File: src/rtl/mem_arbiter_if.sv
// Shared-memory arbiter bus: instruction fetch port, data port and the
// single-port synchronous memory behind them.
// slave  : the arbiter's view (takes requests, drives the memory).
// master : the environment's view (requesters plus memory model).
interface mem_arbiter_if #(
  parameter int ADDR_WIDTH = 10,
  parameter int DATA_WIDTH = 32
) ();
  // instruction fetch port
  logic                  if_req;
  logic [31:0]           if_addr;
  logic                  if_gnt;
  logic                  if_rvalid;
  logic [DATA_WIDTH-1:0] if_rdata;
  // data port
  logic                  d_req;
  logic                  d_we;
  logic [3:0]            d_be;
  logic [31:0]           d_addr;
  logic [DATA_WIDTH-1:0] d_wdata;
  logic                  d_gnt;
  logic                  d_rvalid;
  logic [DATA_WIDTH-1:0] d_rdata;
  // memory port
  logic                  mem_en;
  logic [3:0]            mem_we;
  logic [ADDR_WIDTH-1:0] mem_addr;
  logic [DATA_WIDTH-1:0] mem_wdata;
  logic [DATA_WIDTH-1:0] mem_rdata;

  modport slave (
    input  if_req, if_addr, d_req, d_we, d_be, d_addr, d_wdata, mem_rdata,
    output if_gnt, if_rvalid, if_rdata, d_gnt, d_rvalid, d_rdata,
           mem_en, mem_we, mem_addr, mem_wdata
  );

  modport master (
    output if_req, if_addr, d_req, d_we, d_be, d_addr, d_wdata, mem_rdata,
    input  if_gnt, if_rvalid, if_rdata, d_gnt, d_rvalid, d_rdata,
           mem_en, mem_we, mem_addr, mem_wdata
  );
endinterface

File: src/rtl/mem_arbiter.sv
// Two-requester arbiter (fetch, data) for one single-port synchronous memory
// with 1-cycle read latency. Data wins ties; every grant gets exactly one
// rvalid on the following cycle, routed by a response-owner register.
// Optional starvation guard: define MEM_ARB_STARVE_GUARD_EN to let fetch win
// after STARVE_LIMIT consecutive denials. Without it data has strict priority.
module mem_arbiter #(
  parameter int ADDR_WIDTH   = 10,
  parameter int DATA_WIDTH   = 32,
  parameter int STARVE_LIMIT = 4
) (
  input  logic           clk,
  input  logic           rst,
  mem_arbiter_if.slave   bus
);

  typedef enum logic [1:0] {IDLE, RESP_I, RESP_D} resp_e;

  resp_e state_q, state_d;
  logic  resp_we_q, resp_we_d;   // owner of RESP_D was a write -> rdata 0
  logic  fetch_win;
  logic  if_gnt, d_gnt;
  logic  starve_force;

`ifdef MEM_ARB_STARVE_GUARD_EN
  localparam int CW = $clog2(STARVE_LIMIT + 1);
  logic [CW-1:0] starve_q, starve_d;

  assign starve_force = (starve_q == CW'(STARVE_LIMIT));

  // Count consecutive fetch denials, saturating at the limit
  always_comb begin
    starve_d = starve_q;
    if (!bus.if_req || if_gnt)
      starve_d = '0;
    else if (starve_q != CW'(STARVE_LIMIT))
      starve_d = starve_q + 1'b1;
  end
`else
  assign starve_force = 1'b0;
`endif

  // Address bits outside the word index are deliberately dropped
  logic unused_addr;
  assign unused_addr = ^{bus.if_addr[1:0], bus.if_addr[31:ADDR_WIDTH+2],
                         bus.d_addr[1:0],  bus.d_addr[31:ADDR_WIDTH+2]};

  // Grant decision: data first unless fetch has been starved too long
  always_comb begin
    fetch_win = bus.if_req && (!bus.d_req || starve_force);
    if_gnt    = !rst && fetch_win;
    d_gnt     = !rst && bus.d_req && !fetch_win;
  end

  // Drive the memory from whichever requester won this cycle
  always_comb begin
    bus.if_gnt    = if_gnt;
    bus.d_gnt     = d_gnt;
    bus.mem_en    = if_gnt || d_gnt;
    bus.mem_we    = (d_gnt && bus.d_we) ? bus.d_be : 4'b0000;
    bus.mem_addr  = if_gnt ? bus.if_addr[ADDR_WIDTH+1:2]
                           : bus.d_addr[ADDR_WIDTH+1:2];
    bus.mem_wdata = bus.d_wdata;
  end

  // Next response owner follows the grant made this cycle
  always_comb begin
    state_d   = IDLE;
    resp_we_d = 1'b0;
    if (if_gnt) begin
      state_d = RESP_I;
    end else if (d_gnt) begin
      state_d   = RESP_D;
      resp_we_d = bus.d_we;
    end
  end

  // Response-owner FSM and starvation counter state
  always_ff @(posedge clk) begin
    if (rst) begin
      state_q   <= IDLE;
      resp_we_q <= 1'b0;
`ifdef MEM_ARB_STARVE_GUARD_EN
      starve_q  <= '0;
`endif
    end else begin
      state_q   <= state_d;
      resp_we_q <= resp_we_d;
`ifdef MEM_ARB_STARVE_GUARD_EN
      starve_q  <= starve_d;
`endif
    end
  end

  // Route the memory read word to the response owner only
  always_comb begin
    bus.if_rvalid = !rst && (state_q == RESP_I);
    bus.d_rvalid  = !rst && (state_q == RESP_D);
    bus.if_rdata  = bus.if_rvalid ? bus.mem_rdata : '0;
    bus.d_rdata   = (bus.d_rvalid && !resp_we_q) ? bus.mem_rdata : '0;
  end

endmodule

File: src/flat_wrapper.sv
// flat-port wrapper written by rule: the top's interface ports become plain ports
module mem_arbiter_flat 
#(
  parameter int ADDR_WIDTH   = 10,
  parameter int DATA_WIDTH   = 32,
  parameter int STARVE_LIMIT = 4
)
  (clk, rst, bus_if_req, bus_if_addr, bus_d_req, bus_d_we, bus_d_be, bus_d_addr, bus_d_wdata, bus_mem_rdata, bus_if_gnt, bus_if_rvalid, bus_if_rdata, bus_d_gnt, bus_d_rvalid, bus_d_rdata, bus_mem_en, bus_mem_we, bus_mem_addr, bus_mem_wdata);
  mem_arbiter_if #(.ADDR_WIDTH(ADDR_WIDTH), .DATA_WIDTH(DATA_WIDTH)) bus_i ();
  input  logic clk;
  input  logic rst;
  input wire logic [$bits(bus_i.if_req)-1:0] bus_if_req;
  input wire logic [$bits(bus_i.if_addr)-1:0] bus_if_addr;
  input wire logic [$bits(bus_i.d_req)-1:0] bus_d_req;
  input wire logic [$bits(bus_i.d_we)-1:0] bus_d_we;
  input wire logic [$bits(bus_i.d_be)-1:0] bus_d_be;
  input wire logic [$bits(bus_i.d_addr)-1:0] bus_d_addr;
  input wire logic [$bits(bus_i.d_wdata)-1:0] bus_d_wdata;
  input wire logic [$bits(bus_i.mem_rdata)-1:0] bus_mem_rdata;
  output wire logic [$bits(bus_i.if_gnt)-1:0] bus_if_gnt;
  output wire logic [$bits(bus_i.if_rvalid)-1:0] bus_if_rvalid;
  output wire logic [$bits(bus_i.if_rdata)-1:0] bus_if_rdata;
  output wire logic [$bits(bus_i.d_gnt)-1:0] bus_d_gnt;
  output wire logic [$bits(bus_i.d_rvalid)-1:0] bus_d_rvalid;
  output wire logic [$bits(bus_i.d_rdata)-1:0] bus_d_rdata;
  output wire logic [$bits(bus_i.mem_en)-1:0] bus_mem_en;
  output wire logic [$bits(bus_i.mem_we)-1:0] bus_mem_we;
  output wire logic [$bits(bus_i.mem_addr)-1:0] bus_mem_addr;
  output wire logic [$bits(bus_i.mem_wdata)-1:0] bus_mem_wdata;
  assign bus_i.if_req = bus_if_req;
  assign bus_i.if_addr = bus_if_addr;
  assign bus_i.d_req = bus_d_req;
  assign bus_i.d_we = bus_d_we;
  assign bus_i.d_be = bus_d_be;
  assign bus_i.d_addr = bus_d_addr;
  assign bus_i.d_wdata = bus_d_wdata;
  assign bus_i.mem_rdata = bus_mem_rdata;
  assign bus_if_gnt = bus_i.if_gnt;
  assign bus_if_rvalid = bus_i.if_rvalid;
  assign bus_if_rdata = bus_i.if_rdata;
  assign bus_d_gnt = bus_i.d_gnt;
  assign bus_d_rvalid = bus_i.d_rvalid;
  assign bus_d_rdata = bus_i.d_rdata;
  assign bus_mem_en = bus_i.mem_en;
  assign bus_mem_we = bus_i.mem_we;
  assign bus_mem_addr = bus_i.mem_addr;
  assign bus_mem_wdata = bus_i.mem_wdata;
  mem_arbiter #(.ADDR_WIDTH(ADDR_WIDTH), .DATA_WIDTH(DATA_WIDTH), .STARVE_LIMIT(STARVE_LIMIT)) u_core (.clk(clk), .rst(rst), .bus(bus_i));
endmodule
File: config.mk
export PLATFORM = sky130hd
export DESIGN_NAME = mem_arbiter_flat
export DESIGN_NICKNAME = d
export VERILOG_FILES = /design/src/rtl/mem_arbiter_if.sv /design/src/rtl/mem_arbiter.sv /design/src/flat_wrapper.sv
export SDC_FILE = /design/constraint.sdc
export NUM_CORES = 1
export LEC_CHECK = 0
export ABC_CLOCK_PERIOD_IN_PS = 1440
export BUFFER_PORTS_ARGS = -buffer_cell sky130_fd_sc_hd__buf_2
export CORE_AREA = 8 8 92 94
export DETAILED_ROUTE_END_ITERATION = 12
export DIE_AREA = 0 0 100 102
export PLACE_DENSITY = 0.6
export SLEW_MARGIN = 10
export SYNTH_ARGS = -nofsm -noshare
export SYNTH_HDL_FRONTEND = slang
export SYNTH_SLANG_ARGS = --single-unit
File: constraint.sdc
create_clock -name clk -period 1.44 [get_ports clk]
set_clock_uncertainty 0.15 [all_clocks]
set_input_delay 0.072 -clock clk [delete_from_list [all_inputs] [get_ports clk]]
set_output_delay 0.072 -clock clk [all_outputs]
set_load 0.01 [all_outputs]
==> results.json <==
{
  "run_status": "finished with violations",
  "failing_checks": "negative setup slack",
  "slew_violations": 0,
  "clock_sinks": 3,
  "mappedNetlistArea_um2": 1001,
  "yosys-top-cells-count": "sky130_fd_sc_hd__and2_1 (65), sky130_fd_sc_hd__buf_4 (32), sky130_fd_sc_hd__mux2_4 (9), sky130_fd_sc_hd__and3_1 (4)",
  "number_of_standard_cells_after_synthesis": 130,
  "drt_pass1_iterations": 4,
  "grtUsageTotal_pct": 8.518,
  "worst_ir_drop_vdd_uv": 166.5,
  "die_width_um": 100,
  "dp_hpwl_mm": 3.669,
  "final.hold.worst_slack_ns": 0.007107,
  "cts_inserted_buffers": 3,
  "htreeDepth": 1,
  "design_power_total_mw": 0.8072,
  "ys.flop_type": "sky130_fd_sc_hd__dfxtp_1",
  "drt_first_iter_violations": 15,
  "max_clock_freq_ghz": 0.6356,
  "totalWireLength_mm": 5.850,
  "wl_per_cell_um": 15.16,
  "n_antenna_cell": 0,
  "fin_setup_tns_ns": -5.943,
  "floorplan.core_area_um2": 7059,
  "postSynth.asyncResetShare_pct": 0,
  "synthXorXnorAreaFrac_pct": 0,
  "fillers": 729,
  "gp_congestion": 0.7802,
  "first_global_vias": 1485,
  "synthesized_area_per_cell_um2": 7.700,
  "post-route-period-util_pct": 109.3,
  "power_leakage_nw": 1.349,
  "yosys_warnings": 0,
  "synth.net_count": 267,
  "number_of_enable_flip_flop_cells_after_synthesis": 0,
  "worst_slew_pin_slew_ns": 0.2994,
  "power_density_nw_per_um2": 325.5,
  "area_delta_synth_final_pct": 147.8,
  "post_synth_fa_ha_maj_area_fraction_pct": 0,
  "hold_class": "in2reg",
  "largest_net_degree_at_the_start_of_global_routing": 12,
  "report.final.setup_viol": 54,
  "worstHoldStart": "bus_d_req",
  "netlist.top_cell.by_area": "sky130_fd_sc_hd__and2_1",
  "netlist.area_leader.share_pct": 40.62,
  "avgViaCountPerCell": 3.681,
  "max-slew-margin-rel_pct": 80.00,
  "wire_length_of_the_first_global_routing_pass_mm": 7.120,
  "postRouteAntennaNets": 0,
  "worst-path-max-fanout": 10,
  "synth_compound_gate_area_share_pct": 0,
  "synth.yosys.seq_area_share_pct": 6.000,
  "register_area_um2": 63.81,
  "synth_cell_type_count": 15,
  "final_critical_path_setup_slack_ns": -0.1334,
  "timing.critical_path.to_type": "primary output",
  "dieArea_um2": 10200,
  "clock-root-buffer": "sky130_fd_sc_hd__clkbuf_8",
  "synth_top_family_by_area": "simple AND/OR/NAND/NOR gates",
  "fin_nets": 425,
  "timing.critical_path.from": "u_core.resp_we_q",
  "detailroute.via_count": 1421,
  "port_buffers": 143,
  "num_io_pins": 252,
  "netlist_top_cells_area": "sky130_fd_sc_hd__and2_1 (41%), sky130_fd_sc_hd__buf_4 (24%), sky130_fd_sc_hd__mux2_4 (14%)",
  "tritoncts": "built",
  "cts-root-to-sink-buffers": 2,
  "chipHeight_um": 102,
  "period_needed_ns": 1.573,
  "synthMuxAreaShare_pct": 14.63,
  "post_synthesis_simple_gate_area_fraction_pct": 51.50,
  "grt-ovfl-total": 0,
  "post_route_cells_drive_above_1_share_pct": 73.17,
  "drv.max_cap_violation_count": 0,
  "ys_seq_elements": 3,
  "timing.critical_path.to": "bus_d_rdata[27]",
  "multiInputGateArea_um2": 753.2,
  "post-route-drc-count": 0,
  "start_util_pct": 14.18,
  "clkSlewWorstSetupHoldPaths_ns": 0.03,
  "setup.worst_path.start_class": "register",
  "timing_hold_violations_final": 0,
  "row_count": 31,
  "worstSetupPathType": "reg2out",
  "grt_antenna_before_repair": 0,
  "synthMostInstantiatedCell": "sky130_fd_sc_hd__and2_1",
  "rsz_0062_raised_after_global_routing": "yes",
  "worstPathRequired_ns": 1.22,
  "critical_path_arrival_ns": 1.35
}
[sequential cells by signal (all words and copies together) (netlist names)]
register and flops:
u_core.resp_we_q 1, u_core.state_q 2
[worst max-delay path, stage by stage (launching register included)]
cell and delay (ns):
sky130_fd_sc_hd__dfxtp_2 0.31, sky130_fd_sc_hd__nor4b_4 0.26, sky130_fd_sc_hd__buf_6 0.18, sky130_fd_sc_hd__buf_8 0.13
sky130_fd_sc_hd__and2_1 0.13, sky130_fd_sc_hd__buf_2 0.13
[kinds of logic (layout without fill, tap and decap cells)]
family                 count (synthesis)  in the layout
and+or+nand+nor                       78             78
muxes                                 10             10
DFF                                    3              3
buffers and inverters                 39            196
[layout by cell type (no fill, tap or decap), types with 2 or more instances in the layout]
master                            n
sky130_fd_sc_hd__buf_4            2
sky130_fd_sc_hd__dfxtp_2          3
sky130_fd_sc_hd__buf_8            4
sky130_fd_sc_hd__nor2_1           2
sky130_fd_sc_hd__clkbuf_16        3
sky130_fd_sc_hd__and2_1          31
sky130_fd_sc_hd__and2_4          34
sky130_fd_sc_hd__mux2_4           9
sky130_fd_sc_hd__dlygate4sd3_1   35
sky130_fd_sc_hd__nor3b_1          2
sky130_fd_sc_hd__nor2b_1          2
sky130_fd_sc_hd__and3_1           4
sky130_fd_sc_hd__buf_6           38
sky130_fd_sc_hd__clkbuf_8         3
sky130_fd_sc_hd__buf_2          109
[layer usage]
| metal | vias to the layer above | part of all wire [%] | GRT usage (%) |
|---|---|---|---|
| met1 | 604 | 32 | 7.847 |
| met2 | 123 | 54 | 16.21 |
| met5 | - | 0 | 0 |
| met3 | 4 | 14 | 4.564 |
| li1 | 690 | - | - |
| met4 | 0 | 0.70 | 1.744 |
[stage by stage]
step	std cells	area (um^2)	utilization, %	setup WS, ns
2_1_floorplan	130	1001	-	0.1852
3_3_place_gp	340	1633	23.13	0.07017
3_5_place_dp	340	1633	23.13	0.05642
4_1_cts	384	2145	30.38	-0.1461
5_1_grt	386	2480	35.13	-0.2256
6_report	386	2480	35.13	-0.1334
[worst min-delay path by stage]
stage,cells after the start,end,slack [ns]
after floorplan,1,u_core.state_q[1],-0.006
after global placement,0,bus_mem_wdata[10],-0.006
after detailed placement,0,bus_mem_wdata[10],-0.006
after CTS,2,u_core.state_q[1],0.003
after global routing,2,u_core.state_q[1],0.004
final,2,u_core.state_q[1],0.007
[final cells by class]
type	count	share of cell area, %
repair buffers	192	60.24
clock buffers	4	1.816
well taps	99	4.995
multi-input cells	88	30.37
flip-flops and latches	3	2.573
[timing repair]
item	4_1_cts	5_1_grt
gates cloned	2	3
setup buffers	3	0
pin swaps	0	34
hold buffers	35	0
resized for setup	18	69
hold endpoints to repair	34	0
setup endpoints to repair	64	69
[report_power, final]
part	total [mW]	switching [mW]	internal (mW)
clock network	0.240	0.0515	0.188
registers	0.0922	0.00385	0.0884
logic	0.475	0.193	0.282
No activity file was read; power rests on OpenSTA's default activity.
